==> src/rtl/fsm_general_lectura_if.sv <==
// Multiplexed address/data bus between the read sequencer and the RTC chip.
// The master drives the address and strobes; the slave (RTC) returns read data on ad_in.
interface fsm_general_lectura_if;
    logic [7:0] ad_in;
    logic [7:0] ad_out;
    logic       ad_oe;
    logic       cs_n;
    logic       rd_n;
    logic       wr_n;
    logic       a_d;

    modport master (
        input  ad_in,
        output ad_out, ad_oe, cs_n, rd_n, wr_n, a_d
    );

    modport slave (
        output ad_in,
        input  ad_out, ad_oe, cs_n, rd_n, wr_n, a_d
    );
endinterface

==> src/rtl/fsm_general_lectura.sv <==
// RTC read sequencer: sweeps six time registers over the multiplexed bus and publishes
// them as one atomically updated BCD snapshot, yielding the bus at register boundaries.
module fsm_general_lectura #(
    parameter int unsigned T_STB  = 4,
    parameter int unsigned T_GAP  = 2,
    parameter int unsigned PERIOD = 1_000_000
) (
    input  logic                         clk,
    input  logic                         rst,
    input  logic                         i_en,
    input  logic                         i_rd_req,
    input  logic                         i_bus_busy,
    fsm_general_lectura_if.master        io_bus,
    output logic [7:0]                   o_seg,
    output logic [7:0]                   o_min,
    output logic [7:0]                   o_hora,
    output logic [7:0]                   o_dia,
    output logic [7:0]                   o_mes,
    output logic [7:0]                   o_anio,
    output logic                         o_busy,
    output logic                         o_band_fin_lect
);
    localparam logic [15:0] StbLast = 16'(T_STB - 1);
    localparam logic [15:0] GapLast = 16'(T_GAP - 1);
    localparam logic [31:0] PerLast = 32'(PERIOD - 1);
    localparam logic [2:0]  IdxLast = 3'd5;

    typedef enum logic [2:0] {
        StIdle, StAddr, StAddrGap, StRead, StReadGap, StSuspend, StDone
    } state_e;

    state_e          r_state, w_state_d;
    logic [15:0]     r_cnt, w_cnt_d;
    logic [2:0]      r_idx, w_idx_d;
    logic            r_pending, w_pending_d;
    logic [31:0]     r_per;
    logic            w_per_hit;
    logic [5:0][7:0] r_shadow;
    logic [5:0][7:0] r_snap;
    logic [7:0]      r_ad_out;
    logic            r_ad_oe, r_cs_n, r_rd_n, r_wr_n, r_a_d;
    logic            r_busy, r_band;

    assign w_per_hit = i_en && (r_per == PerLast);

    always_comb begin
        w_state_d   = r_state;
        w_cnt_d     = r_cnt + 16'd1;
        w_idx_d     = r_idx;
        w_pending_d = r_pending || i_rd_req || w_per_hit;
        unique case (r_state)
            StIdle: begin
                if (w_pending_d && !i_bus_busy) begin
                    w_state_d   = StAddr;
                    w_idx_d     = 3'd0;
                    w_pending_d = 1'b0;
                end
            end
            StAddr:    if (r_cnt == StbLast) w_state_d = StAddrGap;
            StAddrGap: if (r_cnt == GapLast) w_state_d = StRead;
            StRead:    if (r_cnt == StbLast) w_state_d = StReadGap;
            StReadGap: begin
                // bus_busy is only honoured here, at the register boundary
                if (r_cnt == GapLast) begin
                    if (r_idx == IdxLast) begin
                        w_state_d = StDone;
                    end else begin
                        w_idx_d   = r_idx + 3'd1;
                        w_state_d = i_bus_busy ? StSuspend : StAddr;
                    end
                end
            end
            StSuspend: if (!i_bus_busy) w_state_d = StAddr;
            StDone: begin
                w_state_d = StIdle;
                w_idx_d   = 3'd0;
            end
            default:   w_state_d = StIdle;
        endcase
        if (w_state_d != r_state) w_cnt_d = 16'd0;
        if (!i_en) begin
            w_state_d   = StIdle;
            w_cnt_d     = 16'd0;
            w_idx_d     = 3'd0;
            w_pending_d = 1'b0;
        end
    end

    // Bus levels are registered from the next state so they line up with r_state glitch-free
    always_ff @(posedge clk or posedge rst) begin
        if (rst) begin
            r_state   <= StIdle;
            r_cnt     <= 16'd0;
            r_idx     <= 3'd0;
            r_pending <= 1'b0;
            r_per     <= 32'd0;
            r_shadow  <= '0;
            r_snap    <= '0;
            r_ad_out  <= 8'h00;
            r_ad_oe   <= 1'b0;
            r_cs_n    <= 1'b1;
            r_rd_n    <= 1'b1;
            r_wr_n    <= 1'b1;
            r_a_d     <= 1'b0;
            r_busy    <= 1'b0;
            r_band    <= 1'b0;
        end else begin
            r_state   <= w_state_d;
            r_cnt     <= w_cnt_d;
            r_idx     <= w_idx_d;
            r_pending <= w_pending_d;
            r_per     <= (!i_en || w_per_hit) ? 32'd0 : r_per + 32'd1;
            r_cs_n    <= !((w_state_d == StAddr) || (w_state_d == StRead));
            r_wr_n    <= (w_state_d != StAddr);
            r_rd_n    <= (w_state_d != StRead);
            r_a_d     <= (w_state_d == StRead);
            r_ad_oe   <= (w_state_d == StAddr);
            r_ad_out  <= (w_state_d == StAddr) ? (8'h21 + {5'd0, w_idx_d}) : 8'h00;
            if (!i_en) begin
                r_shadow <= '0;
            end else if ((r_state == StRead) && (r_cnt == StbLast)) begin
                r_shadow[r_idx] <= io_bus.ad_in;
            end
            if (w_state_d == StDone) r_snap <= r_shadow;
            r_busy    <= (w_state_d != StIdle);
            r_band    <= (w_state_d == StDone);
        end
    end

    assign io_bus.ad_out   = r_ad_out;
    assign io_bus.ad_oe    = r_ad_oe;
    assign io_bus.cs_n     = r_cs_n;
    assign io_bus.rd_n     = r_rd_n;
    assign io_bus.wr_n     = r_wr_n;
    assign io_bus.a_d      = r_a_d;
    assign o_seg           = r_snap[0];
    assign o_min           = r_snap[1];
    assign o_hora          = r_snap[2];
    assign o_dia           = r_snap[3];
    assign o_mes           = r_snap[4];
    assign o_anio          = r_snap[5];
    assign o_busy          = r_busy;
    assign o_band_fin_lect = r_band;
endmodule

==> src/flat_wrapper.sv <==
// flat-port wrapper written by rule: the top's interface ports become plain ports
module fsm_general_lectura_flat 
#(
    parameter int unsigned T_STB  = 4,
    parameter int unsigned T_GAP  = 2,
    parameter int unsigned PERIOD = 1_000_000
)
  (clk, rst, i_en, i_rd_req, i_bus_busy, o_seg, o_min, o_hora, o_dia, o_mes, o_anio, o_busy, o_band_fin_lect, io_bus_ad_in, io_bus_ad_out, io_bus_ad_oe, io_bus_cs_n, io_bus_rd_n, io_bus_wr_n, io_bus_a_d);
  fsm_general_lectura_if io_bus_i ();
  input  logic clk;
  input  logic rst;
  input  logic i_en;
  input  logic i_rd_req;
  input  logic i_bus_busy;
  output logic [7:0] o_seg;
  output logic [7:0] o_min;
  output logic [7:0] o_hora;
  output logic [7:0] o_dia;
  output logic [7:0] o_mes;
  output logic [7:0] o_anio;
  output logic o_busy;
  output logic o_band_fin_lect;
  input wire logic [$bits(io_bus_i.ad_in)-1:0] io_bus_ad_in;
  output wire logic [$bits(io_bus_i.ad_out)-1:0] io_bus_ad_out;
  output wire logic [$bits(io_bus_i.ad_oe)-1:0] io_bus_ad_oe;
  output wire logic [$bits(io_bus_i.cs_n)-1:0] io_bus_cs_n;
  output wire logic [$bits(io_bus_i.rd_n)-1:0] io_bus_rd_n;
  output wire logic [$bits(io_bus_i.wr_n)-1:0] io_bus_wr_n;
  output wire logic [$bits(io_bus_i.a_d)-1:0] io_bus_a_d;
  assign io_bus_i.ad_in = io_bus_ad_in;
  assign io_bus_ad_out = io_bus_i.ad_out;
  assign io_bus_ad_oe = io_bus_i.ad_oe;
  assign io_bus_cs_n = io_bus_i.cs_n;
  assign io_bus_rd_n = io_bus_i.rd_n;
  assign io_bus_wr_n = io_bus_i.wr_n;
  assign io_bus_a_d = io_bus_i.a_d;
  fsm_general_lectura #(.T_STB(T_STB), .T_GAP(T_GAP), .PERIOD(PERIOD)) u_core (.clk(clk), .rst(rst), .i_en(i_en), .i_rd_req(i_rd_req), .i_bus_busy(i_bus_busy), .io_bus(io_bus_i), .o_seg(o_seg), .o_min(o_min), .o_hora(o_hora), .o_dia(o_dia), .o_mes(o_mes), .o_anio(o_anio), .o_busy(o_busy), .o_band_fin_lect(o_band_fin_lect));
endmodule
==> config.mk <==
export PLATFORM = sky130hd
export DESIGN_NAME = fsm_general_lectura_flat
export DESIGN_NICKNAME = d
export VERILOG_FILES = /design/src/rtl/fsm_general_lectura_if.sv /design/src/rtl/fsm_general_lectura.sv /design/src/flat_wrapper.sv
export SDC_FILE = /design/constraint.sdc
export NUM_CORES = 1
export LEC_CHECK = 0
export ABC_AREA = 1
export ABC_CLOCK_PERIOD_IN_PS = 5550
export CORE_MARGIN = 2
export CORE_UTILIZATION = 51
export CTS_CLUSTER_SIZE = 25
export DETAILED_ROUTE_END_ITERATION = 12
export PLACE_DENSITY = 0.78
export SLEW_MARGIN = 20
export SYNTH_ARGS = -nofsm -noshare
export SYNTH_HDL_FRONTEND = slang
export SYNTH_SLANG_ARGS = --single-unit
==> constraint.sdc <==
create_clock -name clk -period 5.55 [get_ports clk]
set_input_delay 1.11 -clock clk [delete_from_list [all_inputs] [get_ports clk]]
set_output_delay 1.11 -clock clk [all_outputs]
set_load 0.01 [all_outputs]
==> flow_summary.json, run 1 <==
{
  "layout_setup_ws_ps": 2210,
  "drv_slew": 0,
  "min_period_ps": 3340,
  "io_buffers": 72,
  "synth_edf_count": 0,
  "worst_setup_hold_path_clk_slew_ps": 70,
  "fin_tns_setup_ps": 0,
  "synthCells": 811,
  "avgSynthCellArea_um2": 8.96,
  "die_height_um": 123,
  "grt_max_degree": 107,
  "synthTopCellsByArea": "dfrtp_1 (55%), nand2_1 (8.1%), inv_1 (6.2%), o22ai_1 (4.2%), nor2_1 (3.8%)",
  "max_stage_delay_ps": 1110,
  "via_count": 5675,
  "htree_levels": 4,
  "holdBufCountCts": 0,
  "synth-main-ff-cell": "dfrtp_1",
  "rsz0062_at_grt": "false",
  "crit_path_top_delay_cell": "clkdlybuf4s50_1",
  "track_usage_pct": 22.1,
  "io_pins": 76,
  "nets": 906,
  "drive_gt1_share_pct": 8.44,
  "gp_congestion": 0.899,
  "p_per_area_nw_per_um2": 278,
  "synth_cell_type_count": 43,
  "crit_chain": "clkdlybuf4s50_1, inv_1, a21oi_2, inv_1, a311oi_1",
  "cts_max_path_buffers": 2,
  "start_util_pct": 52.4,
  "dpl.hpwl_mm": 10.8,
  "startpoint_type": "input port",
  "p_leak_nw": 3.76,
  "drtPass1Iterations": 5,
  "place_ws_ps": 1770,
  "cts-root-buf": "clkbuf_16",
  "synth_top_cell_area_share_pct": 54.7,
  "synth-async-reset-ratio_pct": 100,
  "cts_tree": "built",
  "clock_sinks": 162,
  "first_iter_violations": 501,
  "cp.required_ps": 5880,
  "crit_family": "buffers and inverters",
  "synthTopCellsByCount": "dfrtp_1 (159), nand2_1 (157), inv_1 (121), nor2_1 (74), o22ai_1 (49)",
  "drc": 0,
  "hold_path.class": "register to register",
  "antenna_found_initial": 0,
  "drv_cap": 0,
  "yosys_register_bits": 162,
  "ys_warn_count": 0,
  "syn2layout_area_growth_pct": 19.2,
  "dieArea_um2": 15200,
  "die_w_um": 123,
  "cts_resized": 0,
  "grt_pass1_wl_mm": 26.1,
  "yosysSeqAreaShare_pct": 55.8,
  "crit_path_frequent_cell": "inv_1",
  "rows": 43,
  "dp_cells": 1048,
  "routedWlPerCell_um": 14.4,
  "min_period_over_period_pct": 60.2,
  "via_per_inst": 5.25,
  "syn_area_um2": 7270,
  "synthMostInstantiatedCell": "dfrtp_1",
  "routed_wl_mm": 15.6,
  "core_um2": 13900,
  "slew_headroom_pct": 34.7,
  "postCtsSetupRepairBufs": 0,
  "status": "complete, no violations",
  "maxClockFrequency_mhz": 299,
  "hold_viol_final": 0,
  "worst_pin_slew_ps": 976,
  "overflow": 0,
  "worst-path-buf-inv": 3,
  "synth_largest_area_cell": "dfrtp_1",
  "utilization_pct": 62.4,
  "path_class": "input port to register",
  "arrival_ps": 3670,
  "cts_buffers": 17,
  "antenna_cells": 0,
  "skew_ps": 16.8,
  "finalSetupViolCount": 0,
  "ant_nets": 0,
  "critPathCaptureType": "register",
  "ir_worst_vdd_mv": 0.240,
  "grt_pass1_vias": 5313,
  "clock_latency_ps": 430,
  "finalNonFillerCells": 1080,
  "crit_fanout": 24
}
layer usage:
| metal | routed length [um] | vias to the layer above | GRT usage [%] |
|---|---|---|---|
| met1 | 7340 | 2680 | 32.0 |
| li1 | - | 2790 | - |
| met2 | 7160 | 177 | 33.9 |
| met5 | 0 | - | 0 |
| met4 | 246 | 0 | 5.18 |
| met3 | 838 | 28 | 5.26 |
cell families after synthesis:
| family | count (synthesis) | synth area share [%] |
|---|---|---|
| simple gates | 342 | 21.6 |
| flops | 162 | 55.8 |
| buf+inv | 144 | 8.28 |
| compound gates | 132 | 10.3 |
| xor+xnor | 24 | 2.89 |
| fa+ha+maj | 6 | 1.03 |
| other cells | 1 | 0.0516 |
flip-flops by register name, indices dropped and copies added (netlist names):
register and cells:
u_core.o_busy 1, u_core.io_bus.rd_n 1, u_core.r_per 32, u_core.r_idx 3, u_core.o_anio 8, u_core.r_cnt 16
u_core.io_bus.a_d 1, u_core.io_bus.cs_n 1, u_core.o_band_fin_lect 1, u_core.r_shadow 48, u_core.io_bus.ad_out 5, u_core.o_seg 8
u_core.r_state 3, u_core.o_min 8, u_core.o_dia 8, u_core.r_pending 1, u_core.io_bus.wr_n 1, u_core.o_mes 8
u_core.o_hora 8
layout by cell type, fill, tap and decap left out, drive strengths merged:
master         netlist  routed
a21oi               15      15
a311oi               1       1
a31oi                1       1
and2                 1       1
and3                 1       1
buf                 15       2
clkbuf               4      20
clkdlybuf4s50        0      72
clkinv               0       3
clkinvlp             0       5
conb                 1       3
dfrtp              159     159
dfstp                3       3
ha                   6       6
inv                125     129
nand2              159     159
nand2b               1       1
nand3               31      31
nand4               13      13
nor2                95      95
nor3                28      28
nor3b                2       2
nor4                 9       9
o211a                1       1
o211ai               1       1
o21a                 3       3
o21ai               61      61
o22ai               49      49
or2                  2       2
xnor2                3       3
xor2                21      21
final cells by class:
class | count | area (um2)
clock buffers | 20 | 457
clock inverters | 12 | 97.6
fillers | 1144 | 5220
inverters | 125 | 474
multi-input cells | 507 | 2620
flip-flops and latches | 162 | 4060
well taps | 180 | 225
repair buffers | 74 | 736
through the flow:
step	hold slack [ps]	area, um2	power [mW]
global route	505	8660	2.50
global placement	465	8110	1.34
CTS	492	8660	2.42
floorplan	455	7280	1.30
detailed placement	477	8110	1.34
finish	486	8660	2.41
where the power goes:
part           internal, mW  total [mW]  switching [mW]
clock network         0.603        1.09           0.489
logic                0.0359       0.120          0.0839
registers              1.19        1.20         0.00603
total                  1.83        2.41           0.579
worst reg2reg max path: stages (launching register included):
cell     delay, ps
dfrtp_1        410
ha_1           180
nand2_1         80
nor2_2         200
nand2_1        100
nor2_1         270
nand3_1        110
nand2_1        130
nand2_1         60
nand2_1         80
nand2_1         70
o21ai_0        260
inv_1          130
ha_1           230
a21oi_1        120
nor2_1          70
final timing paths:
kind                            slack [ps]  cells after the start                           endpoint                        start
worst max register to register        2940                     15  u_core.io_bus.ad_out[2]$_DFF_PP0_    u_core.r_per[0]$_DFF_PP0_
max in group asynchronous             3290                      3       u_core.io_bus.rd_n$_DFF_PP1_                          rst
min in group asynchronous             1260                      2        u_core.o_mes[2]$_DFFE_PP0P_                          rst
worst max-delay path                  2210                      5          u_core.r_per[8]$_DFF_PP0_                         i_en
worst min register to register         490                      2        u_core.o_mes[4]$_DFFE_PP0P_  u_core.o_mes[4]$_DFFE_PP0P_
worst min-delay path                   490                      2        u_core.o_mes[4]$_DFFE_PP0P_  u_core.o_mes[4]$_DFFE_PP0P_
Power figures use the tool's default switching activity.
==> run 2, diff against run 1 <==
--- a/config.mk
+++ b/config.mk
@@ -6,12 +6,12 @@
 export NUM_CORES = 1
 export LEC_CHECK = 0
 export ABC_AREA = 1
-export ABC_CLOCK_PERIOD_IN_PS = 5550
+export ABC_CLOCK_PERIOD_IN_PS = 3300
 export CORE_MARGIN = 2
-export CORE_UTILIZATION = 51
+export CORE_UTILIZATION = 57
 export CTS_CLUSTER_SIZE = 25
 export DETAILED_ROUTE_END_ITERATION = 12
-export PLACE_DENSITY = 0.78
+export PLACE_DENSITY = 0.82
 export SLEW_MARGIN = 20
 export SYNTH_ARGS = -nofsm -noshare
 export SYNTH_HDL_FRONTEND = slang
==> constraint.sdc (replaced) <==
create_clock -name clk -period 3.3 [get_ports clk]
set_input_delay 0.66 -clock clk [delete_from_list [all_inputs] [get_ports clk]]
set_output_delay 0.66 -clock clk [all_outputs]
set_load 0.01 [all_outputs]
==> flow_summary.json, run 2 (synthesis gave the netlist of run 1 again) <==
{
  "status": "complete, no violations",
  "grt_max_degree": 55,
  "first_iter_violations": 560,
  "p_leak_nw": 3.79,
  "drv_cap": 0,
  "cp.required_ps": 3610,
  "startpoint": "u_core.r_per[0]$_DFF_PP0_",
  "startpoint_type": "register",
  "regToRegSetupSlack_ps": 730,
  "rsz0062_at_grt": "false",
  "drive_gt1_share_pct": 8.94,
  "power_frac_clock_pct": 44.9,
  "final_cell_mix": "dfrtp_1 (159), nand2_1 (157), inv_1 (120)",
  "ant_nets": 0,
  "grt_pass1_vias": 5477,
  "drc": 0,
  "utilization_pct": 69.6,
  "total_power_mw": 4.04,
  "maxClockFrequency_mhz": 389,
  "gp_congestion": 0.893,
  "dpl.hpwl_mm": 11.1,
  "r2r-start": "u_core.r_per[0]$_DFF_PP0_",
  "cts_resized": 0,
  "track_usage_pct": 24.4,
  "p_sw_share_pct": 24.5,
  "rows": 41,
  "via_count": 5770,
  "dieArea_um2": 13700,
  "skew_ps": 8.64,
  "antenna_found_initial": 0,
  "top_register": "u_core.r_shadow",
  "slew_headroom_pct": 52.8,
  "io_pins": 76,
  "worst_setup_hold_path_clk_slew_ps": 60,
  "finalSetupViolCount": 0,
  "io_buffers": 72,
  "die_w_um": 117,
  "largest_reg_flops": 48,
  "comb_power_share_pct": 5.2,
  "clock_latency_ps": 420,
  "endpoint": "u_core.io_bus.ad_out[2]$_DFF_PP0_",
  "hold_viol_final": 0,
  "cts_max_path_buffers": 2,
  "drtPass1Iterations": 5,
  "switchingPower_mw": 0.990,
  "reg_top3": "u_core.r_shadow (48), u_core.r_per (32), u_core.r_cnt (16)",
  "min_period_ps": 2570,
  "nets": 912,
  "cts_tree": "built",
  "critPathCaptureType": "register",
  "start_util_pct": 58.1,
  "r2r_end": "u_core.io_bus.ad_out[2]$_DFF_PP0_",
  "holdBufCountCts": 0,
  "final_common_cell": "dfrtp_1",
  "fin_tns_setup_ps": 0,
  "worst_pin_slew_ps": 707,
  "r2r_cells": 15,
  "grt_pass1_wl_mm": 26.1,
  "via_per_inst": 5.35,
  "dp_cells": 1046,
  "drv_slew": 0,
  "min_period_over_period_pct": 77.8,
  "overflow": 0,
  "path_class": "register to register",
  "p_per_area_nw_per_um2": 464,
  "syn2layout_area_growth_pct": 19.8,
  "routedWlPerCell_um": 14.6,
  "p_int_mw": 3.05,
  "core_um2": 12500,
  "antenna_cells": 0,
  "die_height_um": 117,
  "hold_slack_ps": 485,
  "postCtsSetupRepairBufs": 0,
  "htree_levels": 4,
  "finalNonFillerCells": 1078,
  "arrival_ps": 2880,
  "routed_wl_mm": 15.7,
  "crit_fanout": 5,
  "hold_path.class": "register to register",
  "cts_buffers": 17,
  "cts-root-buf": "clkbuf_16",
  "ir_worst_vdd_mv": 0.296,
  "seq_power_share_pct": 49.9,
  "clock_sinks": 162
}
==> run 2: cell count changes in the layout (fill, tap and decap cells not counted) <==
cell,previous run,this run
buf_12,0,2
buf_4,2,6
clkbuf_1,1,2
clkbuf_8,2,0
clkinv_2,1,3
clkinv_4,2,3
clkinvlp_4,5,3
inv_6,4,3
inv_8,1,2
==> run 2: layer usage <==
metal  vias up  wire (um)  global-route usage, %
met2       193       7530                   39.2
met1      2757       7070                   34.0
met5         -          0                      0
li1       2793          -                      -
met4         0        281                   8.00
met3        27        863                   4.79
==> run 2: cell type report <==
class                   instances  area [um2]
clock inverters                13         105
repair buffers                 80         806
flip-flops and latches        162        4060
inverters                     125         473
fillers                       971        3810
multi-input cells             507        2620
well taps                     172         215
clock buffers                  19         433
==> run 2: critical path: stages, from the launching register on <==
cell and delay (ps):
dfrtp_1 400, ha_1 190, nand2_1 80, nor2_2 170, nand2_1 90, nor2_1 270, nand3_1 120, nand2_1 110
nand2_1 50, nand2_1 90, nand2_1 80, o21ai_0 260, inv_1 130, ha_1 220, a21oi_1 140, nor2_1 60
==> run 2: worst min-delay path by stage <==
stage,start,end,slack (ps),cells after the start
global placement,u_core.o_dia[7]$_DFFE_PP0P_,u_core.o_dia[7]$_DFFE_PP0P_,470,2
finish,u_core.o_mes[4]$_DFFE_PP0P_,u_core.o_mes[4]$_DFFE_PP0P_,490,2
CTS,u_core.o_seg[0]$_DFFE_PP0P_,u_core.o_seg[0]$_DFFE_PP0P_,490,2
floorplan,u_core.r_per[0]$_DFF_PP0_,u_core.r_per[0]$_DFF_PP0_,450,1
global route,u_core.o_seg[0]$_DFFE_PP0P_,u_core.o_seg[0]$_DFFE_PP0P_,510,2
detailed placement,u_core.o_mes[4]$_DFFE_PP0P_,u_core.o_mes[4]$_DFFE_PP0P_,480,2
==> run 2: power by group through the flow <==
stage               Clock [mW]  Combinational [mW]  Sequential (mW)
floorplan                    0               0.133             2.05
global placement             0               0.207             2.05
detailed placement           0               0.210             2.05
CTS                       1.83               0.212             2.01
global route              1.92               0.234             2.02
finish                    1.81               0.209             2.01
==> run 2: stage by stage <==
step	setup WS [ps]	instance area (um2)
2_1_floorplan	586	7280
3_3_place_gp	607	8170
3_5_place_dp	516	8170
4_1_cts	758	8710
5_1_grt	461	8710
6_report	731	8710
